$ cat src/rtl/xreg_access_ctrl.sv
// Bus-to-field-block access sequencer: accepts one request at a time, issues
// per-lane write/read strobes on an address hit and returns a one-cycle ack.
//
// state | meaning
// IDLE  | waiting for bus_req; request fields are registered on acceptance
// WR    | drive sw_wr / sw_wr_data for one cycle
// RD    | drive sw_rd for one cycle
// CAP   | capture enabled lanes of field_value into read data
// DONE  | one-cycle bus_ack with bus_err / bus_rdata
module xreg_access_ctrl #(
  parameter int                 ADDR_W     = 8,
  parameter logic [ADDR_W-1:0]  FIELD_ADDR = 8'h10
) (
  input  logic              clk,
  input  logic              sync_rst,
  input  logic              bus_req,
  input  logic              bus_wr,
  input  logic [ADDR_W-1:0] bus_addr,
  input  logic [11:0]       bus_wdata,
  input  logic [2:0]        bus_be,
  output logic              bus_ack,
  output logic              bus_err,
  output logic [11:0]       bus_rdata,
  output logic [2:0]        sw_wr,
  output logic [2:0]        sw_rd,
  output logic [11:0]       sw_wr_data,
  input  logic [11:0]       field_value,
  output logic              busy
);

  typedef enum logic [2:0] {
    IDLE = 3'd0,
    WR   = 3'd1,
    RD   = 3'd2,
    CAP  = 3'd3,
    DONE = 3'd4
  } state_t;

  state_t      state, state_nxt;

  logic [11:0] wdata_q;
  logic [2:0]  be_q;
  logic        err_q;
  logic [11:0] rdata_q;
  logic [11:0] cap_data;
  logic        accept;
  logic        hit;

  assign accept = (state == IDLE) && bus_req;
  assign hit    = (bus_addr == FIELD_ADDR);

  always_ff @(posedge clk) begin
    if (sync_rst) state <= IDLE;
    else          state <= state_nxt;
  end

  always_comb begin
    state_nxt  = state;
    bus_ack    = 1'b0;
    bus_err    = 1'b0;
    bus_rdata  = 12'h000;
    sw_wr      = 3'b000;
    sw_rd      = 3'b000;
    sw_wr_data = 12'h000;
    busy       = (state != IDLE);
    case (state)
      IDLE: begin
        if (bus_req) begin
          if (!hit)        state_nxt = DONE;
          else if (bus_wr) state_nxt = WR;
          else             state_nxt = RD;
        end
      end
      WR: begin
        sw_wr      = be_q;
        sw_wr_data = wdata_q;
        state_nxt  = DONE;
      end
      RD: begin
        sw_rd     = be_q;
        state_nxt = CAP;
      end
      CAP: begin
        state_nxt = DONE;
      end
      DONE: begin
        bus_ack   = 1'b1;
        bus_err   = err_q;
        bus_rdata = rdata_q;
        state_nxt = IDLE;
      end
      default: begin
        state_nxt = IDLE;
      end
    endcase
  end

  // Disabled lanes read back as zero rather than stale field contents.
  always_comb begin
    cap_data = 12'h000;
    for (int i = 0; i < 3; i++) begin
      cap_data[4*i +: 4] = be_q[i] ? field_value[4*i +: 4] : 4'h0;
    end
  end

  // rdata_q is cleared on acceptance so writes and misses return zero data.
  always_ff @(posedge clk) begin
    if (sync_rst) begin
      wdata_q <= 12'h000;
      be_q    <= 3'b000;
      err_q   <= 1'b0;
      rdata_q <= 12'h000;
    end else begin
      if (accept) begin
        wdata_q <= bus_wdata;
        be_q    <= bus_be;
        err_q   <= !hit;
        rdata_q <= 12'h000;
      end
      if (state == CAP) begin
        rdata_q <= cap_data;
      end
    end
  end

endmodule
$ cat config.mk
export PLATFORM = sky130hd
export DESIGN_NAME = xreg_access_ctrl
export DESIGN_NICKNAME = d
export VERILOG_FILES = /design/src/rtl/xreg_access_ctrl.sv
export SDC_FILE = /design/constraint.sdc
export NUM_CORES = 1
export LEC_CHECK = 0
export ABC_AREA = 1
export BUFFER_PORTS_ARGS = -buffer_cell sky130_fd_sc_hd__buf_4
export CAP_MARGIN = 20
export CORE_ASPECT_RATIO = 0.6
export CORE_MARGIN = 2
export CORE_UTILIZATION = 40
export CTS_CLUSTER_SIZE = 24
export DETAILED_ROUTE_END_ITERATION = 10
export GPL_TIMING_DRIVEN = 1
export MAX_ROUTING_LAYER = met4
export PLACE_DENSITY_LB_ADDON = 0.12
export SLEW_MARGIN = 20
export SYNTH_ARGS = -nofsm -noshare
export SYNTH_HDL_FRONTEND = slang
export SYNTH_SLANG_ARGS = --single-unit
export TNS_END_PERCENT = 10
$ cat constraint.sdc
create_clock -name clk -period 1.5 [get_ports clk]
set_input_delay 0.15 -clock clk [delete_from_list [all_inputs] [get_ports clk]]
set_output_delay 0.15 -clock clk [all_outputs]
set_load 0.05 [all_outputs]
Word level (Yosys, flattened, before mapping)
Cells that the tools add are included.
Cells by class
  equality and inequality tests: 6
  multiplexer cells: 15
  reduce and logical (&&, ||, !) cells: 6
Operators by type and width (count)
  12-bit 2-to-1 mux: 4
  3-bit 2-to-1 mux: 4
  4-bit 2-to-1 mux: 3
  3-bit one-hot mux with 3 select lines: 1
  8-bit by 5-bit == test with 1-bit output, second input constant: 1
  3-bit by 2-bit == test with 1-bit output, second input constant: 2
  3-bit by 1-bit == test with 1-bit output, second input constant: 1
  3-bit == test, second input constant: 1
  3-bit zero test: 1
  3-bit nonzero test: 1
  1-bit 2-to-1 mux: 2
  2-bit 2-to-1 mux: 1
  2-bit inequality test, second input constant: 1
  2-bit nonzero test: 1
  2-bit OR reduction: 1
  1-bit logical AND: 1
  1-bit zero test: 1
Word-level totals
  register bits: 31
  bits of input ports: 39
  output and inout port bits: 33
  logic and storage cells: 32

Longest topological paths before layout
  word-level depth: 4
  mapped depth: 6
  gate-level depth less buffers: 6

Worst setup path before layout
Ideal clock, no wire load.
  path kind: register to output
  from: reg state[2]
  to: out sw_wr_data[10]
  arrival time: 1.566 ns
  data required time: 1.350 ns
  slack: -0.216 ns
  stages on the path, launching flop included: 7
  path buffers: 2
  cell sequence: dfxtp_1 > inv_2 > nand2_1 > or2_1 > buf_2 > buf_6 > nor2_1
Between the ends
  longest elaborated chain between the ends: 2
Ends and longest elaborated chain
  start, declared: line 39  | state_t state, state_nxt;
  start signal, assigned: line 54  | else state <= state_nxt;
  3-bit by 1-bit == test with 1-bit output: line 66  | case (state)
  12-bit 2-to-1 mux: line 66
  end, declared: line 26  | output logic [11:0] sw_wr_data,
No other way between the ends.

Worst setup path after layout
  from: reg state[2]
  to: out sw_wr_data[2]
The elaborated chain is that of the path after synthesis.

==> results.py <==
metrics = {
    "yosys": {
        "synth_warnings": 0,
        "avgSynthCellArea_um2": 6.52,
        "ys_types": 17,
        "postSynthCellCount": 221,
        "ys_seq_elements": 31,
        "yosysSeqAreaShare_pct": 43.1,
        "syn_area_um2": 1440,
        "synth_fp_nets": 260,
    },
    "placed_design": {
        "dpl-instance-area_um2": 2030,
        "gp_congestion": 0.802,
        "hpwl_mm": 2.73,
        "port_buffers": 71,
    },
    "die": {
        "die-area_um2": 4120,
        "rows": 16,
        "die_x_um": 81.5,
        "start_util_pct": 43.1,
        "die_h_um": 50.5,
        "ioPinCount": 72,
        "core_region_area_um2": 3340,
    },
    "grt": {
        "grt_pass1_vias": 1464,
        "grt_pass1_wl_mm": 6.21,
        "grt.total_usage_pct": 20.4,
        "grt_max_degree": 23,
        "grt_overflow_total": 0,
        "antenna_found_initial": 0,
    },
    "sta": {
        "worst_slew_pin_slew_ps": 437,
        "setup_tns_ps": -673,
        "setup_viol": 14,
        "finalWorstSetupSlack_ps": -62.4,
        "final_max_slew_viol_count": 0,
        "skew_ps": 5.50,
        "hold-worst-slack_ps": 134,
        "fmax_mhz": 640,
        "max_slew_margin_pct": 70.8,
        "min_period_over_period_pct": 104,
        "period_minus_slack_ps": 1560,
        "hold_viol_final": 0,
        "rsz0062_at_grt": "yes",
    },
    "pwr": {
        "comb_power_share_pct": 13.9,
        "p_per_area_nw_per_um2": 860,
        "seqPwrFrac_pct": 44.0,
        "p_leak_nw": 1.01,
        "p_switching_mw": 0.470,
        "p_int_mw": 1.52,
        "power_frac_clock_pct": 42.1,
        "ir_drop_v": 0.000495,
        "swShare_pct": 23.6,
    },
    "clock_network": {
        "cts_root_buf": "clkbuf_8",
        "cts_tree": "yes",
        "worst_setup_hold_path_clk_slew_ps": 70,
        "clkLatencyLatePin_ps": 280,
        "numCtsBuffers": 5,
        "htree_num_levels": 2,
        "cts_buffer_depth": 2,
        "clock-sinks": 31,
    },
    "layout": {
        "antennaDiodeCount": 0,
        "final_common_cell": "buf_4",
        "nets": 334,
        "area.growth.synth_to_final_pct": 60.5,
        "multi_input_area_um2": 686,
        "finalInstanceArea_um2": 2310,
        "seq_area_um2": 623,
        "drive_gt1_share_pct": 36.5,
        "final_cell_mix": "buf_4, inv_1, a21oi_1, dfxtp_1, nor2_1",
        "n_fill_cell": 305,
        "fin_util_pct": 69.2,
    },
    "critical_path": {
        "cp-startpoint": "state[2]$_SDFFE_PP0P_",
        "path_cells": "inv_2 > nand2_2 > or2_4 > buf_12 > nor2_2 > buf_6",
        "r2r_cells": 6,
        "cp_num_buf_inv": 3,
        "r2r_setup_slack_ps": 180,
        "crit_required_ps": 1350,
        "path_delay_family": "simple AND/OR/NAND/NOR gates",
        "path_max_fanout": 14,
        "cp.arrival_ps": 1410,
        "path_class": "register to output port",
        "cp-start-kind": "register",
        "r2r-start": "state[2]$_SDFFE_PP0P_",
        "timing.rr.end": "rdata_q[0]$_SDFFE_PP0P_",
        "slowest_stage": "dfxtp_2",
        "end_kind": "output port",
        "slowest_delay_ps": 340,
    },
    "outcome": {
        "status": "finished, violations left",
        "violations": "negative setup slack",
    },
    "worst_hold_path": {
        "whs_endpoint": "rdata_q[6]$_SDFFE_PP0P_",
        "min_path_cells": 3,
        "hp-start": "field_value[6]",
        "hold_class": "input port to register",
    },
    "routing": {
        "dr.pass1.iters": 6,
        "via_count": 1559,
        "routed_wl_mm": 3.82,
        "via_per_inst": 4.57,
        "drcViolationCount": 0,
        "postRouteAntennaNets": 0,
        "drt-wirelength-per-cell_um": 11.2,
        "first_iter_violations": 46,
    },
    "flow_run": {
        "maxCapViolCount": 0,
    },
}
==> state kept, by name (all words and copies together), names as in the netlist <==
| register | cells |
|---|---|
| be_q | 3 |
| rdata_q | 12 |
| wdata_q | 12 |
| state | 3 |
| err_q | 1 |
==> power by group through the flow <==
stage | logic [mW] | clock network (mW) | registers [mW]
6_report | 0.276 | 0.837 | 0.876
5_1_grt | 0.308 | 0.894 | 0.880
4_1_cts | 0.271 | 0.856 | 0.875
3_5_place_dp | 0.258 | 0 | 0.892
3_3_place_gp | 0.254 | 0 | 0.891
2_1_floorplan | 0.142 | 0 | 0.890
==> routing by layer <==
metal	routed length (µm)	global-route usage, %	share of wire, %
met1	1840	24.4	48
met2	1670	31.3	44
met3	274	7.19	7.2
met4	32	8.19	0.84
met5	0	-	0
==> per-stage QoR <==
stage / worst slack [ps] / total power, mW / instances
floorplan: -216 / 1.03 / 221
global placement: 75.6 / 1.14 / 332
detailed placement: 54.5 / 1.15 / 332
CTS: -38.4 / 2.00 / 341
global route: -114 / 2.08 / 341
finish: -62.4 / 1.99 / 341
==> Yosys cell counts <==
library cell  instances  share of area (%)
o21ai_0               8                2.8
dfxtp_1              31                 43
or2_1                 1               0.43
nand3_2               1               0.69
a21oi_1              31                 11
buf_1                 1               0.26
nand3_1              15                5.2
nand2_1              29                7.6
nor2_1               43                 11
inv_2                 1               0.26
nor2_2                1               0.43
clkbuf_1              1               0.26
nand3b_1              1               0.52
buf_2                 7                2.4
inv_1                42                 11
buf_6                 1               0.78
o21ai_1               7                2.4
==> what timing repair did <==
action | CTS | global route
setup buffers | 1 | 0
setup endpoints to repair | 29 | 32
hold buffers | 0 | 0
gates resized for setup | 35 | 13
==> area by class of cell <==
class | count | share of cell area, %
Tap cell | 45 | 2.43
Sequential cell | 31 | 26.9
Timing Repair Buffer | 77 | 28.9
Inverter | 43 | 6.98
Clock inverter | 2 | 1.51
Multi-Input combinational cell | 137 | 29.6
Clock buffer | 6 | 3.57
==> how the worst max path moves through the flow <==
stage	endpoint	slack, ps	cells past startpoint
floorplan	sw_wr_data[10]	-220	6
global placement	sw_wr_data[0]	80	6
detailed placement	bus_rdata[3]	50	4
CTS	bus_rdata[3]	-40	4
global route	sw_wr_data[2]	-110	6
finish	sw_wr_data[2]	-60	6
==> kinds of logic (layout without fill, tap and decap cells) <==
group / count (synthesis) / in the layout / share of synthesized area, %
simple gates: 91 / 91 / 26.0
buf+inv: 53 / 128 / 14.9
compound gates: 46 / 46 / 16.0
flops: 31 / 31 / 43.1
==> worst reg2reg max path, delay by kind of cell, from the launching register on <==
family / cells / cell delay [ps]
simple gates: 3 / 570
flops: 1 / 340
buf+inv: 2 / 200
compound gates: 1 / 150
Power figures use the tool's default switching activity.
